File: src/rtl/alu_ctrl_pkg.sv
// M-extension op codes, sequencer states and latency-counter width
// shared by the multiply/divide sequencer slice.
package alu_ctrl_pkg;

    localparam logic [4:0] OP_MUL    = 5'b01110;
    localparam logic [4:0] OP_MULH   = 5'b01111;
    localparam logic [4:0] OP_MULHSU = 5'b10000;
    localparam logic [4:0] OP_MULHU  = 5'b10001;
    localparam logic [4:0] OP_DIV    = 5'b10010;
    localparam logic [4:0] OP_DIVU   = 5'b10011;
    localparam logic [4:0] OP_REM    = 5'b10100;
    localparam logic [4:0] OP_REMU   = 5'b10101;

    localparam int CNT_W = 5;

    typedef enum logic [1:0] {
        ST_IDLE,
        ST_MUL_WAIT,
        ST_DIV_WAIT,
        ST_DONE
    } md_state_t;

    function automatic logic is_mul_op(
        input logic [4:0] op
    );
        return (op == OP_MUL) || (op == OP_MULH)
            || (op == OP_MULHSU) || (op == OP_MULHU);
    endfunction

    function automatic logic is_div_op(
        input logic [4:0] op
    );
        return (op == OP_DIV) || (op == OP_DIVU)
            || (op == OP_REM) || (op == OP_REMU);
    endfunction

endpackage

File: src/rtl/muldiv_special_case.sv
// Combinational RISC-V divide corner cases: divide by zero and
// signed overflow, resolved without the divider units.
module muldiv_special_case
    import alu_ctrl_pkg::*;
#(
    parameter int DATA_WIDTH = 32
) (
    input  logic [4:0]            op,
    input  logic [DATA_WIDTH-1:0] dividend,
    input  logic [DATA_WIDTH-1:0] divisor,
    output logic                  is_special,
    output logic [DATA_WIDTH-1:0] special_result
);

    localparam logic [DATA_WIDTH-1:0] MOST_NEG =
        {1'b1, {(DATA_WIDTH-1){1'b0}}};

    logic div_zero;
    logic sgn_ovf;
    logic is_quo;
    logic is_rem;

    assign div_zero = (divisor == '0);
    assign sgn_ovf  = (dividend == MOST_NEG) && (divisor == '1);
    assign is_quo   = (op == OP_DIV) || (op == OP_DIVU);
    assign is_rem   = (op == OP_REM) || (op == OP_REMU);

    always_comb begin
        is_special     = 1'b1;
        special_result = '0;
        unique case (1'b1)
            is_quo && div_zero:          special_result = '1;
            is_rem && div_zero:          special_result = dividend;
            (op == OP_DIV) && sgn_ovf:   special_result = dividend;
            (op == OP_REM) && sgn_ovf:   special_result = '0;
            default:                     is_special = 1'b0;
        endcase
    end

endmodule

File: src/rtl/muldiv_sequencer.sv
// Issues one M-extension op to the shared mul/div units, counts out
// their latency and returns the result over a valid/ready handshake.
module muldiv_sequencer
    import alu_ctrl_pkg::*;
#(
    parameter int DATA_WIDTH  = 32,
    parameter int MUL_LATENCY = 2,
    parameter int DIV_LATENCY = 8
) (
    input  logic                  clk,
    input  logic                  rst_n,
    input  logic                  req_valid,
    output logic                  req_ready,
    input  logic [4:0]            alu_ctrl,
    input  logic [DATA_WIDTH-1:0] src1_value,
    input  logic [DATA_WIDTH-1:0] src2_value,
    input  logic                  flush,
    output logic [DATA_WIDTH-1:0] op_a,
    output logic [DATA_WIDTH-1:0] op_b,
    input  logic [DATA_WIDTH-1:0] mul_lo,
    input  logic [DATA_WIDTH-1:0] mul_hi_ss,
    input  logic [DATA_WIDTH-1:0] mul_hi_su,
    input  logic [DATA_WIDTH-1:0] mul_hi_uu,
    input  logic [DATA_WIDTH-1:0] quot_s,
    input  logic [DATA_WIDTH-1:0] quot_u,
    input  logic [DATA_WIDTH-1:0] rem_s,
    input  logic [DATA_WIDTH-1:0] rem_u,
    output logic                  rsp_valid,
    input  logic                  rsp_ready,
    output logic [DATA_WIDTH-1:0] rsp_result,
    output logic                  busy
);

    md_state_t             state, state_nxt;
    logic [CNT_W-1:0]      cnt, cnt_nxt;
    logic [4:0]            op_q;
    logic                  spec_q;
    logic [DATA_WIDTH-1:0] spec_res_q;
    logic                  is_special;
    logic [DATA_WIDTH-1:0] special_result;
    logic [DATA_WIDTH-1:0] unit_res;
    logic                  legal;
    logic                  accept;
    logic                  capture;

    muldiv_special_case #(
        .DATA_WIDTH(DATA_WIDTH)
    ) u_special (
        .op            (alu_ctrl),
        .dividend      (src1_value),
        .divisor       (src2_value),
        .is_special    (is_special),
        .special_result(special_result)
    );

    assign legal  = is_mul_op(alu_ctrl) || is_div_op(alu_ctrl);
    assign accept = req_valid && legal && !flush
                 && (state == ST_IDLE);

    // Corner cases still spend one wait cycle (cnt=0) so every
    // response leaves from the same capture point.
    always_comb begin
        state_nxt = state;
        cnt_nxt   = cnt;
        capture   = 1'b0;
        if (flush) begin
            state_nxt = ST_IDLE;
            cnt_nxt   = '0;
        end else begin
            unique case (state)
                ST_IDLE: begin
                    if (accept) begin
                        if (is_special) begin
                            state_nxt = ST_DIV_WAIT;
                            cnt_nxt   = '0;
                        end else if (is_mul_op(alu_ctrl)) begin
                            state_nxt = ST_MUL_WAIT;
                            cnt_nxt   = CNT_W'(MUL_LATENCY);
                        end else begin
                            state_nxt = ST_DIV_WAIT;
                            cnt_nxt   = CNT_W'(DIV_LATENCY);
                        end
                    end
                end
                ST_MUL_WAIT, ST_DIV_WAIT: begin
                    if (cnt == '0) begin
                        state_nxt = ST_DONE;
                        capture   = 1'b1;
                    end else begin
                        cnt_nxt = cnt - 1'b1;
                    end
                end
                ST_DONE: begin
                    if (rsp_ready) state_nxt = ST_IDLE;
                end
                default: state_nxt = ST_IDLE;
            endcase
        end
    end

    always_comb begin
        unit_res = '0;
        unique case (1'b1)
            op_q == OP_MUL:    unit_res = mul_lo;
            op_q == OP_MULH:   unit_res = mul_hi_ss;
            op_q == OP_MULHSU: unit_res = mul_hi_su;
            op_q == OP_MULHU:  unit_res = mul_hi_uu;
            op_q == OP_DIV:    unit_res = quot_s;
            op_q == OP_DIVU:   unit_res = quot_u;
            op_q == OP_REM:    unit_res = rem_s;
            op_q == OP_REMU:   unit_res = rem_u;
            default:           unit_res = '0;
        endcase
    end

    always_comb begin
        req_ready = (state == ST_IDLE);
        busy      = (state != ST_IDLE);
        rsp_valid = (state == ST_DONE);
    end

    always_ff @(posedge clk) begin
        if (!rst_n) begin
            state      <= ST_IDLE;
            cnt        <= '0;
            op_q       <= '0;
            op_a       <= '0;
            op_b       <= '0;
            spec_q     <= 1'b0;
            spec_res_q <= '0;
            rsp_result <= '0;
        end else begin
            state <= state_nxt;
            cnt   <= cnt_nxt;
            if (accept) begin
                op_q       <= alu_ctrl;
                op_a       <= src1_value;
                op_b       <= src2_value;
                spec_q     <= is_special;
                spec_res_q <= special_result;
            end
            if (capture) begin
                rsp_result <= spec_q ? spec_res_q : unit_res;
            end
        end
    end

endmodule

File: config.mk
export PLATFORM = sky130hd
export DESIGN_NAME = muldiv_sequencer
export DESIGN_NICKNAME = d
export VERILOG_FILES = /design/src/rtl/alu_ctrl_pkg.sv /design/src/rtl/muldiv_special_case.sv /design/src/rtl/muldiv_sequencer.sv
export SDC_FILE = /design/constraint.sdc
export NUM_CORES = 1
export LEC_CHECK = 0
export ABC_AREA = 0
export BUFFER_PORTS_ARGS = -buffer_cell sky130_fd_sc_hd__buf_2
export CORE_AREA = 3 3 166 168
export DETAILED_ROUTE_END_ITERATION = 8
export DIE_AREA = 0 0 169 171
export SETUP_SLACK_MARGIN = 0.1
export SLEW_MARGIN = 25
export SYNTH_ARGS = -nofsm -noshare
export SYNTH_HDL_FRONTEND = slang
export SYNTH_SLANG_ARGS = --single-unit
export TNS_END_PERCENT = 50
File: constraint.sdc
create_clock -name clk -period 2.1 [get_ports clk]
set_input_delay 0.105 -clock clk [delete_from_list [all_inputs] [get_ports clk]]
set_output_delay 0.105 -clock clk [all_outputs]
set_load 0.05 [all_outputs]
==> out/results.ini, run 1 <==
[timing]
finClkSkew_ns=0.005560
fin_crit_sh=0.9372
slew_viol_final=0
maxSlewHeadroom=0.5662
rsz0062_at_grt=yes
max_slew.worst_pin.slew_ns=0.6494
hold_ws_ns=0.01449
fin_crit_ns=1.968
final-setup-viol-count=0
hold_viol_final=0
max_freq_ghz=0.5081

[critical_path]
path_class=register to register
slowest_stage=or4b_4
crit_required_ns=2.40
critPathCaptureType=register
crit_arrival_ns=2.27
path_max_fanout=15
start_kind=register
slowest_delay_ns=0.49
path_cells=inv_2 > ha_4 > or4b_4 > or3_4 > buf_4 > nand3_1 > o21ai_1

[drt]
drc=0
routed-via-count=9440
wl_per_cell_um=20.10
drt_iter0_markers=615
drtAntennaViolNets=0
drt_wl_total_um=35980
firstDrtPassIters=5
via_per_inst=5.274

[clock_network]
cts_tree=yes
clk_root_buffer_cell=clkbuf_16
cts_buffer_depth=2
cts_buffers=17
clkSinkCount=141
htreeDepth=4
clkLatencyLatePin_ns=0.42
clk_pin_slew_ns=0.06

[finish]
fill_cells=2595
seqCellArea_um2=2833
multiInputGateArea_um2=4703
stdcell_count=1790
drive_gt1_frac=0.3788
syn_to_final_growth_pct=52.56
layout.nets=1774

[synth]
synth_nets=1305
synth_edf_count=0
synth_top_cell_area_share=0.3628
synth_top_family_by_area=compound AO/OA/AOI/OAI gates
avgSynthCellArea_um2=8.022
synthArstFlopShare=0
ys_seq_area_frac=0.3628
synthCells=970
synthTopCellsByArea=dfxtp_1 (36%), mux2i_1 (10%), a21oi_1 (9.0%), nand2_1 (8.0%), clkbuf_1 (3.6%)
synth_xor_area_frac=0.002251
yosysWarnings=0
yosys.area_share.simple=0.1827
synthMuxAreaShare=0.1275
synth.distinct_cells=64
netlist_area_um2=7781
synth_fa_ha_area_frac=0.008040
synth-compound-area-share=0.2679
synth-main-ff-cell=dfxtp_1
yosysTopAreaCell=dfxtp_1
ys_ff_latch=141

[floorplan]
coreArea_um2=26060
start_util=0.2986
num_rows=59
io_pins=429
die_h_um=171
die-area_um2=28900
die_w_um=169

[run]
max-cap-violations=0

[place]
place_inst=1689
dp_hpwl_um=27880
numPortBuffers=428
gp_congestion=0.8930

[power]
p_leak_nw=4.960
peakVddDrop_uv=459.5
power_density_nw_per_um2=575.8

[global_routing]
overflow=0
grt_first_pass_wirelength_um=53100
grt_max_degree=72
antenna_found_initial=4
grt_pass1_vias=9179
gr-usage-all-layers=0.2350

[worst_hold_path]
hold_class=input pin to register

[run_status]
run_status=complete, no violations

-- timing repair --
item | 4_1_cts | 5_1_grt
hold endpoints to repair | 82 | 0
pin swaps | 0 | 8
gates cloned | 0 | 1
setup buffers | 0 | 2
resized for setup | 2 | 25
hold buffers | 63 | 0
setup endpoints to repair | 30 | 85
-- worst paths after layout --
check                             start                     endpoint  slack (ns)  cells past startpoint
setup / recovery    cnt[0]$_SDFFE_PP0P_  rsp_result[25]$_SDFFE_PN0P_        0.13                      7
hold / removal              alu_ctrl[2]         op_q[2]$_SDFFE_PN0P_        0.01                      3
setup reg to reg    cnt[0]$_SDFFE_PP0P_  rsp_result[25]$_SDFFE_PN0P_        0.13                      7
hold reg to reg   op_b[17]$_SDFFE_PN0P_        op_b[17]$_SDFFE_PN0P_        0.45                      2
-- per-stage QoR --
step	cell area, um^2	util	setup TNS (ns)	total power, mW	setup WS [ns]
after floorplan	7784	-	0	3.275	0.1053
after global placement	10540	0.4044	0	3.825	0.01333
after detailed placement	10540	0.4044	-0.02483	3.833	-0.01358
after CTS	11760	0.4512	0	6.884	0.1093
after global routing	11870	0.4556	0	7.098	0.06313
final	11870	0.4556	0	6.836	0.1319
-- power breakdown --
part / switching [mW] / internal, mW
Combinational: 0.591 / 0.511
Clock: 1.22 / 1.74
Sequential: 0.0456 / 2.73
-- flip-flops by register name, summed over array words and instances, names as in the netlist --
signal and count:
rsp_result 32, spec_res_q 32, spec_q 1, op_a 32
op_b 32, state 2, op_q 5, cnt 5
-- synthesized netlist by cell type, types with 5 or more instances --
| master | n |
|---|---|
| nand4_1 | 10 |
| dfxtp_1 | 141 |
| inv_1 | 9 |
| a21oi_1 | 140 |
| mux2_1 | 11 |
| o2bb2ai_1 | 13 |
| buf_1 | 6 |
| mux2i_1 | 80 |
| ha_1 | 5 |
| o21ai_0 | 49 |
| a221o_1 | 27 |
| nor4_1 | 11 |
| clkbuf_1 | 74 |
| or4_1 | 6 |
| a21o_1 | 6 |
| o21ai_1 | 21 |
| a22o_1 | 15 |
| a22oi_1 | 15 |
| nand3_1 | 51 |
| buf_2 | 7 |
| o22ai_1 | 28 |
| nor2_1 | 8 |
| nand2_1 | 166 |
| nor3_1 | 6 |
-- final cells by class --
type	count	share of cell area
multi-input combinational	732	0.3962
timing repair buffer	537	0.2773
sequential	141	0.2386
clock buffer	20	0.03942
tap	335	0.03531
clock inverter	12	0.009380
inverter	10	0.003162
antenna	3	0.0006324
-- per-layer routing --
| metal | vias up | GRT usage | wire length [um] |
|---|---|---|---|
| met5 | - | 0 | 7 |
| li1 | 4550 | - | - |
| met4 | 2 | 0.07869 | 878 |
| met3 | 51 | 0.04043 | 2461 |
| met2 | 419 | 0.4051 | 17720 |
| met1 | 4418 | 0.2989 | 14910 |
-- logic make-up after synthesis --
| family | after synthesis |
|---|---|
| AND/OR/NAND/NOR | 293 |
| flip-flops | 141 |
| multiplexers | 96 |
| AO/OA/AOI/OAI | 335 |
| buffers and inverters | 98 |
| adder cells (fa/ha/maj) | 5 |
| XOR/XNOR | 2 |
-- placed cells by master (no fill, tap or decap), types with 4 or more instances in the layout --
cell	instances
nor2_1	8
a21oi_2	7
nand3_1	50
buf_4	30
or4_1	6
buf_2	428
a22o_1	15
clkbuf_16	18
nand2b_1	4
a21o_1	6
mux2_2	4
o2bb2ai_1	13
nor4_1	10
buf_12	13
a221o_1	27
o21ai_0	49
nor3_1	6
dlygate4sd3_1	63
mux2_1	11
nand2_1	166
inv_1	6
dfxtp_1	135
nand4_1	10
a22oi_1	15
inv_2	4
o21ai_1	20
dfxtp_2	5
o22ai_1	28
a21oi_1	132
mux2i_1	80
-- critical path, delay by kind of cell (launching register included) --
kind / cells / cell delay [ns]
flip-flops: 1 / 0.33
AO/OA/AOI/OAI: 1 / 0.06
adder cells (fa/ha/maj): 1 / 0.12
buffers and inverters: 2 / 0.30
AND/OR/NAND/NOR: 3 / 1.04
No activity file was read; power rests on OpenSTA's default activity.
==> run 2: changes to the inputs <==
--- a/config.mk
+++ b/config.mk
@@ -10,7 +10,9 @@
 export CORE_AREA = 3 3 166 168
 export DETAILED_ROUTE_END_ITERATION = 8
 export DIE_AREA = 0 0 169 171
+export PLACE_DENSITY_LB_ADDON = 0.15
 export SETUP_SLACK_MARGIN = 0.1
+export SKIP_LAST_GASP = 1
 export SLEW_MARGIN = 25
 export SYNTH_ARGS = -nofsm -noshare
 export SYNTH_HDL_FRONTEND = slang
==> out/results.ini, run 2 (same netlist as run 1, synthesis figures left out) <==
[run_status]
run_status=complete, no violations  ; unchanged

[global_routing]
met1_usage=0.3058  ; was 0.2989
overflow=0  ; unchanged
grt_max_degree=56  ; was 72
top_usage_layer=met2  ; unchanged
gr-usage-all-layers=0.2415  ; was 0.2350
met2_usage=0.4221  ; was 0.4051
grt_first_pass_wirelength_um=54690  ; was 53100 um
grt_pass1_vias=9296  ; was 9179
antenna_found_initial=9  ; was 4
grtUsageMet3=0.04159  ; was 0.04043

[worst_hold_path]
min_from=src1_value[14]  ; was alu_ctrl[2]
hold_class=input pin to register  ; unchanged

[clock_network]
htreeDepth=4  ; unchanged
cts_tree=yes  ; unchanged
cts_buffers=17  ; unchanged
clk_pin_slew_ns=0.06  ; about the same
cts_buffer_depth=2  ; unchanged
clkLatencyLatePin_ns=0.41  ; was 0.42 ns
clkSinkCount=141  ; unchanged
clk_root_buffer_cell=clkbuf_16  ; unchanged

[critical_path]
slowest_delay_ns=0.61  ; was 0.49 ns
slowest_stage=or4_1  ; was or4b_4
path_cells=dlygate4sd3_1 > buf_2 > or4_1 > or4_1 > nor4_4 > a21oi_1 > o41ai_2  ; was inv_2 > ha_4 > or4b_4 > or3_4 > buf_4 > nand3_1 > o21ai_1
path_max_fanout=3  ; was 15
worstSetupStartpoint=src1_value[25]  ; was cnt[0]$_SDFFE_PP0P_
crit_arrival_ns=2.34  ; was 2.27 ns
crit_family=simple AND/OR/NAND/NOR gates  ; unchanged
path_class=input pin to register  ; was register to register
critPathMostFrequentCell=or4_1
rr_startpoint=cnt[0]$_SDFFE_PP0P_  ; unchanged
critPathCaptureType=register  ; unchanged
crit_required_ns=2.42  ; was 2.40 ns
critical_path_buf_inv_count=2  ; unchanged
start_kind=input pin  ; was register

[timing]
final-setup-viol-count=0  ; unchanged
finClkSkew_ns=0.007970  ; was 0.005560 ns
hold_viol_final=0  ; unchanged
fin_crit_ns=2.021  ; was 1.968 ns
max_freq_ghz=0.4949  ; was 0.5081 GHz
max_slew.worst_pin.slew_ns=0.5161  ; was 0.6494 ns
finalSetupTns_ns=0  ; unchanged
fin_crit_sh=0.9622  ; was 0.9372
slew_viol_final=0  ; unchanged
rsz0062_at_grt=yes  ; unchanged
hold_ws_ns=0.02850  ; was 0.01449 ns
maxSlewHeadroom=0.6543  ; was 0.5662

[floorplan]
start_util=0.2986  ; unchanged
die_w_um=169  ; unchanged
coreArea_um2=26060  ; unchanged
die_h_um=171  ; unchanged
die-area_um2=28900  ; unchanged
num_rows=59  ; unchanged
io_pins=429  ; unchanged

[run]
max-cap-violations=0  ; unchanged

[drt]
drt_wl_total_um=36800  ; was 35980 um
routed-via-count=9374  ; was 9440
firstDrtPassIters=5  ; unchanged
wl_per_cell_um=20.44  ; was 20.10 um
drt_iter0_markers=561  ; was 615
drc=0  ; unchanged
drtAntennaViolNets=0  ; unchanged
via_per_inst=5.208  ; was 5.274

[power]
seqPwrFrac=0.383  ; was 0.407
switchingPower_mw=1.859  ; was 1.852 mW
clkPwrFrac=0.464  ; was 0.432
power_density_nw_per_um2=600.6  ; was 575.8 nW/um^2
switching_share=0.2561  ; was 0.2710
p_total_mw=7.259  ; was 6.836 mW
p_leak_nw=5.058  ; was 4.960 nW
peakVddDrop_uv=480.2  ; was 459.5 uV
internal_power_mw=5.400  ; was 4.984 mW
p_comb_frac=0.153  ; was 0.161

[place]
place_inst=1690  ; was 1689
numPortBuffers=428  ; unchanged
gp_congestion=0.9156  ; was 0.8930
dp_hpwl_um=28250  ; was 27880 um

[finish]
layout.nets=1780  ; was 1774
layout_commonest_cell=buf_2  ; unchanged
multiInputGateArea_um2=4723  ; was 4703 um^2
seqCellArea_um2=2830  ; was 2833 um^2
final_cell_mix=buf_2 (428), nand2_1 (166), dfxtp_1 (137)  ; was buf_2 (428), nand2_1 (166), dfxtp_1 (135)
fin_util=0.4638  ; was 0.4556
fill_cells=2630  ; was 2595
stdcell_count=1800  ; was 1790
syn_to_final_growth_pct=55.33  ; was 52.56%
drive_gt1_frac=0.3813  ; was 0.3788

[run 2: cell count changes in the layout (fill, tap and decap cells not counted), moves of 3 or more]
cell | before | now
a21oi_1 | 132 | 128
buf_4 | 30 | 33
bufinv_16 | 1 | 5
diode_2 | 3 | 7
nor4_1 | 10 | 7
nor4_2 | 1 | 4
[run 2: worst paths after layout]
kind | end | slack (ns) | cells past startpoint
setup / recovery | spec_q$_SDFFE_PN0P_ | 0.08 | 7
hold / removal | spec_res_q[14]$_SDFFE_PN0P_ | 0.03 | 3
setup reg to reg | rsp_result[20]$_SDFFE_PN0P_ | 0.10 | 8
hold reg to reg | op_a[31]$_SDFFE_PN0P_ | 0.45 | 2
[run 2: worst register-to-register path: cells and delay by family, from the launching register on]
kind | cells | cell delay, ns
and+or+nand+nor | 2 | 0.89
adders and majority gates | 1 | 0.12
buffers and inverters | 3 | 0.35
DFF | 1 | 0.32
AOI/OAI and AO/OA | 2 | 0.20
[run 2: cell type report]
| type | instances | area share |
|---|---|---|
| inverter | 10 | 0.003106 |
| sequential | 141 | 0.2342 |
| clock buffer | 18 | 0.03634 |
| antenna | 7 | 0.001449 |
| timing repair buffer | 544 | 0.2816 |
| clock inverter | 14 | 0.01791 |
| tap | 335 | 0.03468 |
| multi-input combinational | 731 | 0.3908 |
[run 2: power by group through the flow]
stage                     clock [mW]  combinational [mW]  sequential, mW
after floorplan                    0               0.342            2.93
after global placement             0               0.993            2.83
after detailed placement           0               0.999            2.83
after CTS                       3.45                1.10            2.77
after global routing            3.54                1.21            2.78
final                           3.37                1.11            2.78
[run 2: per-layer routing]
metal  up-vias  part of all wire
li1       4550                 -
met1      4388              0.42
met2       383              0.49
met3        49             0.061
met4         4             0.022
met5         -           0.00073
[run 2: what timing repair did]
item                                    CTS  global route
endpoints found under the setup margin   16            65
cloned                                    1             0
endpoints found under the hold margin    84             0
gates resized for setup                   6            24
hold buffers                             65             0
pin swaps                                 2             9
setup buffers                             4             1
[run 2: stage by stage]
| step | setup slack, ns | cell area [um^2] |
|---|---|---|
| 3_3_place_gp | 0.01002 | 10560 |
| 4_1_cts | 0.07626 | 11950 |
| 3_5_place_dp | -0.02105 | 10560 |
| 2_1_floorplan | 0.1053 | 7784 |
| 6_report | 0.07933 | 12090 |
| 5_1_grt | 0.02017 | 12090 |
